`src/rtl/snake_game_ctrl_if.sv`:
```
// Bundle of game-side signals for snake_game_ctrl.
//   master: drives tick, direction, apple_*, fb_row_sel; observes fb_row and status.
//   slave : the game controller.
//   tick        move strobe          direction  up/down/left/right buttons [3:0]
//   apple_*     apple present / col / row
//   fb_row_sel  scanner row select   fb_row     active-low row data, bit n = column n
//   apple_eaten / length / busy / game_over    status back to the game shell
interface snake_game_ctrl_if #(
    parameter int MAX_LEN = 16
);
    localparam int LW = $clog2(MAX_LEN) + 1;

    logic          tick;
    logic [3:0]    direction;
    logic          apple_valid;
    logic [2:0]    apple_x;
    logic [2:0]    apple_y;
    logic [2:0]    fb_row_sel;
    logic [7:0]    fb_row;
    logic          apple_eaten;
    logic [LW-1:0] length;
    logic          busy;
    logic          game_over;

    modport master (
        output tick, direction, apple_valid, apple_x, apple_y, fb_row_sel,
        input  fb_row, apple_eaten, length, busy, game_over
    );

    modport slave (
        input  tick, direction, apple_valid, apple_x, apple_y, fb_row_sel,
        output fb_row, apple_eaten, length, busy, game_over
    );
endinterface

```
`src/rtl/snake_game_ctrl.sv`:
```
// Game sequencer for the 8x8 LED snake.
// Each accepted move tick runs RUN -> CALC -> COMMIT -> RUN: CALC works out the
// next head, apple hit and self-collision; COMMIT pushes the head into the body
// FIFO, pops the tail unless growing, and updates the occupancy bitmap.
// Ports:
//   clk    system clock
//   clear  synchronous active-high reset
//   sif    snake_game_ctrl_if.slave (tick, direction, apple, scanner, status)
module snake_game_ctrl #(
    parameter int MAX_LEN  = 16,
    parameter int INIT_LEN = 3
) (
    input  logic               clk,
    input  logic               clear,
    snake_game_ctrl_if.slave   sif
);
    localparam int PW = $clog2(MAX_LEN);
    localparam int LW = PW + 1;

    // Direction codes; a reverse pair differs only in bit 0.
    localparam logic [1:0] D_UP    = 2'd0;
    localparam logic [1:0] D_DOWN  = 2'd1;
    localparam logic [1:0] D_LEFT  = 2'd2;
    localparam logic [1:0] D_RIGHT = 2'd3;

    typedef enum logic [1:0] {S_RUN, S_CALC, S_COMMIT, S_OVER} state_t;

    state_t        state, state_nxt;
    logic [1:0]    dir, moved_dir, calc_dir;
    logic [5:0]    body [MAX_LEN];        // {y,x}
    logic [PW-1:0] hd_ptr, tl_ptr;
    logic [7:0]    occ [8];               // occ[y][x]
    logic [LW-1:0] len;

    // Move result captured in CALC, applied in COMMIT.
    logic [2:0]    nx_q, ny_q;
    logic          hit_q, grow_q;

    logic [5:0]    head, tail;
    logic [2:0]    nx, ny;
    logic          hit, grow, coll;
    logic [1:0]    req;
    logic          req_vld;

    assign head = body[hd_ptr];
    assign tail = body[tl_ptr];

    // Next head; 3-bit arithmetic gives the mod-8 wrap for free.
    always_comb begin
        nx = head[2:0];
        ny = head[5:3];
        case (dir)
            D_UP:    ny = head[5:3] - 3'd1;
            D_DOWN:  ny = head[5:3] + 3'd1;
            D_LEFT:  nx = head[2:0] - 3'd1;
            default: nx = head[2:0] + 3'd1;
        endcase
    end

    assign hit  = sif.apple_valid && (nx == sif.apple_x) && (ny == sif.apple_y);
    assign grow = hit && (len < LW'(MAX_LEN));
    // Stepping onto the tail is safe when the tail is about to leave.
    assign coll = occ[ny][nx] && !(({ny, nx} == tail) && !grow);

    // Button priority up > down > left > right.
    always_comb begin
        req     = dir;
        req_vld = 1'b1;
        if      (sif.direction[3]) req = D_UP;
        else if (sif.direction[2]) req = D_DOWN;
        else if (sif.direction[1]) req = D_LEFT;
        else if (sif.direction[0]) req = D_RIGHT;
        else                       req_vld = 1'b0;
    end

    always_comb begin
        state_nxt = state;
        case (state)
            S_RUN:    if (sif.tick) state_nxt = S_CALC;
            S_CALC:   state_nxt = coll ? S_OVER : S_COMMIT;
            S_COMMIT: state_nxt = S_RUN;
            default:  state_nxt = S_OVER;
        endcase
    end

    always_ff @(posedge clk) begin
        if (clear) begin
            state     <= S_RUN;
            dir       <= D_RIGHT;
            moved_dir <= D_RIGHT;
            calc_dir  <= D_RIGHT;
            hd_ptr    <= PW'(INIT_LEN - 1);
            tl_ptr    <= '0;
            len       <= LW'(INIT_LEN);
            nx_q      <= '0;
            ny_q      <= '0;
            hit_q     <= 1'b0;
            grow_q    <= 1'b0;
            for (int r = 0; r < 8; r++)
                for (int c = 0; c < 8; c++)
                    occ[r][c] <= (r == 0) && (c < INIT_LEN);
            for (int i = 0; i < INIT_LEN; i++)
                body[i] <= {3'd0, 3'(i)};
        end else begin
            state <= state_nxt;
            // Reversal is judged against the direction actually moved, so
            // two quick presses cannot fold the snake onto its neck.
            if (req_vld && ((req ^ 2'b01) != moved_dir))
                dir <= req;
            case (state)
                S_CALC: begin
                    nx_q     <= nx;
                    ny_q     <= ny;
                    hit_q    <= hit;
                    grow_q   <= grow;
                    calc_dir <= dir;
                end
                S_COMMIT: begin
                    if (!grow_q) begin
                        occ[tail[5:3]][tail[2:0]] <= 1'b0;
                        tl_ptr <= tl_ptr + 1'b1;
                    end
                    // Set after clear: last NBA wins when the head lands on the old tail.
                    occ[ny_q][nx_q]      <= 1'b1;
                    body[hd_ptr + 1'b1]  <= {ny_q, nx_q};
                    hd_ptr               <= hd_ptr + 1'b1;
                    if (grow_q) len <= len + 1'b1;
                    moved_dir <= calc_dir;
                end
                default: ;
            endcase
        end
    end

    assign sif.fb_row      = ~occ[sif.fb_row_sel];
    assign sif.apple_eaten = (state == S_COMMIT) && hit_q;
    assign sif.length      = len;
    assign sif.busy        = (state == S_CALC) || (state == S_COMMIT);
    assign sif.game_over   = (state == S_OVER);
endmodule

```
`src/flat_wrapper.sv`:
```
// flat-port wrapper written by rule: the top's interface ports become plain ports
module snake_game_ctrl_flat 
#(
    parameter int MAX_LEN  = 16,
    parameter int INIT_LEN = 3
)
  (clk, clear, sif_tick, sif_direction, sif_apple_valid, sif_apple_x, sif_apple_y, sif_fb_row_sel, sif_fb_row, sif_apple_eaten, sif_length, sif_busy, sif_game_over);
  snake_game_ctrl_if #(.MAX_LEN(MAX_LEN)) sif_i ();
  input  logic clk;
  input  logic clear;
  input wire logic [$bits(sif_i.tick)-1:0] sif_tick;
  input wire logic [$bits(sif_i.direction)-1:0] sif_direction;
  input wire logic [$bits(sif_i.apple_valid)-1:0] sif_apple_valid;
  input wire logic [$bits(sif_i.apple_x)-1:0] sif_apple_x;
  input wire logic [$bits(sif_i.apple_y)-1:0] sif_apple_y;
  input wire logic [$bits(sif_i.fb_row_sel)-1:0] sif_fb_row_sel;
  output wire logic [$bits(sif_i.fb_row)-1:0] sif_fb_row;
  output wire logic [$bits(sif_i.apple_eaten)-1:0] sif_apple_eaten;
  output wire logic [$bits(sif_i.length)-1:0] sif_length;
  output wire logic [$bits(sif_i.busy)-1:0] sif_busy;
  output wire logic [$bits(sif_i.game_over)-1:0] sif_game_over;
  assign sif_i.tick = sif_tick;
  assign sif_i.direction = sif_direction;
  assign sif_i.apple_valid = sif_apple_valid;
  assign sif_i.apple_x = sif_apple_x;
  assign sif_i.apple_y = sif_apple_y;
  assign sif_i.fb_row_sel = sif_fb_row_sel;
  assign sif_fb_row = sif_i.fb_row;
  assign sif_apple_eaten = sif_i.apple_eaten;
  assign sif_length = sif_i.length;
  assign sif_busy = sif_i.busy;
  assign sif_game_over = sif_i.game_over;
  snake_game_ctrl #(.MAX_LEN(MAX_LEN), .INIT_LEN(INIT_LEN)) u_core (.clk(clk), .clear(clear), .sif(sif_i));
endmodule
```
`config.mk`:
```
export PLATFORM = sky130hd
export DESIGN_NAME = snake_game_ctrl_flat
export DESIGN_NICKNAME = d
export VERILOG_FILES = /design/src/rtl/snake_game_ctrl_if.sv /design/src/rtl/snake_game_ctrl.sv /design/src/flat_wrapper.sv
export SDC_FILE = /design/constraint.sdc
export NUM_CORES = 1
export LEC_CHECK = 0
export CAP_MARGIN = 20
export CORE_AREA = 8 8 129 251
export DETAILED_ROUTE_END_ITERATION = 6
export DIE_AREA = 0 0 137 259
export PLACE_DENSITY_LB_ADDON = 0.05
export SYNTH_ARGS = -nofsm -noshare
export SYNTH_HDL_FRONTEND = slang
export SYNTH_SLANG_ARGS = --single-unit
```
`constraint.sdc`:
```
create_clock -name clk -period 5 [get_ports clk]
set_input_delay 1 -clock clk [delete_from_list [all_inputs] [get_ports clk]]
set_output_delay 1 -clock clk [all_outputs]
set_load 0.05 [all_outputs]
```
==> flow_summary.yaml <==
routing:
  routed_wl_um: 30800
  viasPerCell: 5.65
  routedWlPerCell_um: 25.4
  first_pass_iters: 5
  ant_nets: 0
  num_vias: 6863
  first_iter_violations: 610
  drcViolationCount: 0
timing:
  worstMarginPinSlew_ps: 1100
  timing.final.crit_share_pct: 84.0
  hold_viol_final: 0
  max_freq_ghz: 0.238
  relSlewSlack_pct: 26.5
  fin_skew_ps: 8.10
  rsz0062_at_grt: "no"
  fin_crit_ps: 4200
  setup_tns_ps: 0
  drv_slew: 0
  setup_viol: 0
grt:
  grt_overflow: 0
  gr-usage-all-layers_pct: 18.1
  grt_pass1_wl_um: 46400
  grt_max_degree: 70
  antenna_found_initial: 0
  grt_pass1_vias: 6853
layout:
  area_growth_pct: 12.3
  fin_area_um2: 11300
  fillers: 2794
  diodes: 0
  drive_above_1_share_pct: 18.0
  final_util_pct: 38.8
  finish.net_count: 868
floorplan:
  die_area_um2: 35500
  rows: 89
  io_pins: 33
  fp.dieH_um: 259
  core_area_um2: 29200
  initial_core_util_pct: 34.5
  fp.dieW_um: 137
yosys:
  ys_seq_area_share_pct: 48.7
  netlist_instances: 822
  yosysUniqueCellTypes: 55
  synth_fp_nets: 852
  synthesis.area_um2: 10100
  yosysWarnings: 0
  synthTopCellsByArea: "edfxtp_1 (29%), dfxtp_1 (20%), mux4_2 (17%)"
  synth_top_area_share_pct: 28.6
  yosys.area.top_type: "edfxtp_1"
  postSynthAreaPerCell_um2: 12.3
  ys_ff_latch: 197
critical_path:
  arrival_ps: 4540
  crit_end: "u_core.state[0]"
  timing.rr.end: "u_core.state[0]"
  crit_fanout: 15
  path_class: "reg -> reg"
  crit_required_ps: 5350
  crit_path_start_kind: "register"
  reg2reg_depth: 15
  worstSetupEndpointType: "register"
  reg2reg_slack_ps: 800
outcome:
  status: "complete, no violations"
clock_network:
  cts.sinks: 197
  clk_path_buf_depth: 2
  cts_buffers: 17
  cts_tree: "built"
  htreeDepth: 4
  ctsResizeCount: 0
  clock_latency_ps: 450
  cts_root_buf: "clkbuf_16"
  holdBufCountCts: 0
  clk_pin_slew_ps: 70
  cts_setup_buffers: 0
pwr:
  power-per-cell-area_nw_per_um2: 447
  p_total_mw: 5.06
  swShare_pct: 36.1
  pwr-share-clk_pct: 27.0
  p_sw_mw: 1.83
  power_leakage_nw: 3.71
  power_frac_seq_pct: 40.2
  p_int_mw: 3.23
  combPwrFrac_pct: 32.8
  ir_drop_uv: 257
placement:
  portBuffers: 32
  gp_congestion: 0.775
  place.detailed.hpwl_um: 21500
  place_area_um2: 10800
min_path:
  hp-class: "reg -> reg"
job:
  maxCapViolCount: 0
[placed cells by master, fill, tap and decap left out, types with 6 or more instances in the layout]
master,count
clkdlybuf4s50_1,24
nor2b_1,12
inv_1,16
ha_1,11
a211oi_1,7
or3_1,8
edfxtp_1,96
xnor2_1,14
nor2_1,50
nand3_1,49
o211ai_1,32
clkbuf_16,17
o21ai_0,69
nand2_1,60
and2_1,27
mux2i_1,41
xor2_1,12
nand3b_1,12
buf_4,25
dfxtp_1,100
nand4_1,6
a21oi_1,7
mux4_2,74
nor3_1,6
[final cells by class]
type                       instances  area (um^2)  share of cell area [%]
multi-input combinational        552         4840                    42.7
clock inverter                    15          143                    1.26
timing repair buffer              53          493                    4.35
clock buffer                      17          425                    3.76
tap                              364          455                    4.02
sequential                       197         4910                    43.3
inverter                          17         63.8                   0.564
[kinds of logic after synthesis]
family / Yosys count / synth area share, %
mux: 124 / 22.2
compound gates: 139 / 8.66
xor+xnor: 31 / 3.03
simple gates: 245 / 12.1
buf+inv: 73 / 3.55
fa+ha+maj: 13 / 1.76
flops: 197 / 48.7
[cells in the mapped netlist (all sizes together)]
cell type	n
xor2	14
mux4	78
and3	2
o211ai	32
nand2	60
a41o	5
a311oi	2
xnor2	17
nand3	49
and2	27
o2111ai	2
mux2i	42
or4	2
or2	1
a21oi	8
nor3	8
and4	1
fa	2
inv	17
o22ai	4
nor2	50
a211oi	7
a21boi	1
or3	8
o311ai	2
nand2b	3
nand3b	12
nor3b	1
buf	26
mux2	4
edfxtp	96
clkbuf	30
o32ai	1
nand4b	1
ha	11
o31ai	1
nor2b	12
a31oi	4
or3b	2
dfxtp	101
nand4	6
o21ai	69
o21bai	1
[sequential cells by signal (all words and copies together) (netlist names), named ones only]
| signal | count |
|---|---|
| u_core.body | 96 |
| u_core.occ | 64 |
| u_core.sif.length | 5 |
| u_core.hd_ptr | 4 |
| u_core.tl_ptr | 4 |
| u_core.nx_q | 3 |
| u_core.ny_q | 3 |
| u_core.calc_dir | 2 |
| u_core.dir | 2 |
| u_core.moved_dir | 2 |
| u_core.state | 2 |
| u_core.grow_q | 1 |
| u_core.hit_q | 1 |
[per-layer routing]
layer / track usage (%) / vias up / share of wire, %
li1: - / 3157 / -
met1: 24.9 / 3501 / 47
met2: 27.9 / 174 / 48
met3: 3.51 / 31 / 3.9
met4: 5.71 / 0 / 1.7
met5: 0 / - / 0
[metrics by stage]
stage | worst slack (ps) | instances | hold slack (ps)
floorplan | 731 | 822 | 441
global route | 544 | 1215 | 512
global placement | 821 | 1182 | 456
detailed placement | 764 | 1182 | 476
finish | 801 | 1215 | 488
CTS | 746 | 1214 | 495
[critical path, cell delays in order (launching register included)]
cell,delay [ps]
dfxtp_1,610
buf_4,300
mux4_2,330
mux4_2,520
inv_1,100
fa_1,180
xnor2_1,60
nor2_1,290
xnor2_4,210
buf_4,330
xor2_1,100
nand2_1,60
or4_1,140
nor3_2,60
or4_1,540
a41o_1,240
[power by group through the flow]
stage,Sequential [mW],Clock (mW),Combinational [mW]
finish,2.03,1.37,1.66
global route,2.06,1.46,1.78
CTS,2.04,1.40,1.67
detailed placement,2.07,0,1.66
global placement,2.08,0,1.65
floorplan,1.94,0,1.32
[how the worst min path moves through the flow]
stage | endpoint | slack (ps) | from | cells after the start
after floorplan | u_core.calc_dir[0] | 440 | u_core.calc_dir[0] | 2
after global placement | u_core.calc_dir[0] | 460 | u_core.calc_dir[0] | 2
after global routing | u_core.calc_dir[0] | 510 | u_core.calc_dir[0] | 2
after detailed placement | u_core.moved_dir[0] | 480 | u_core.calc_dir[0] | 2
after CTS | u_core.moved_dir[0] | 490 | u_core.calc_dir[0] | 2
final | u_core.moved_dir[0] | 490 | u_core.calc_dir[0] | 2
Power figures use the tool's default switching activity.
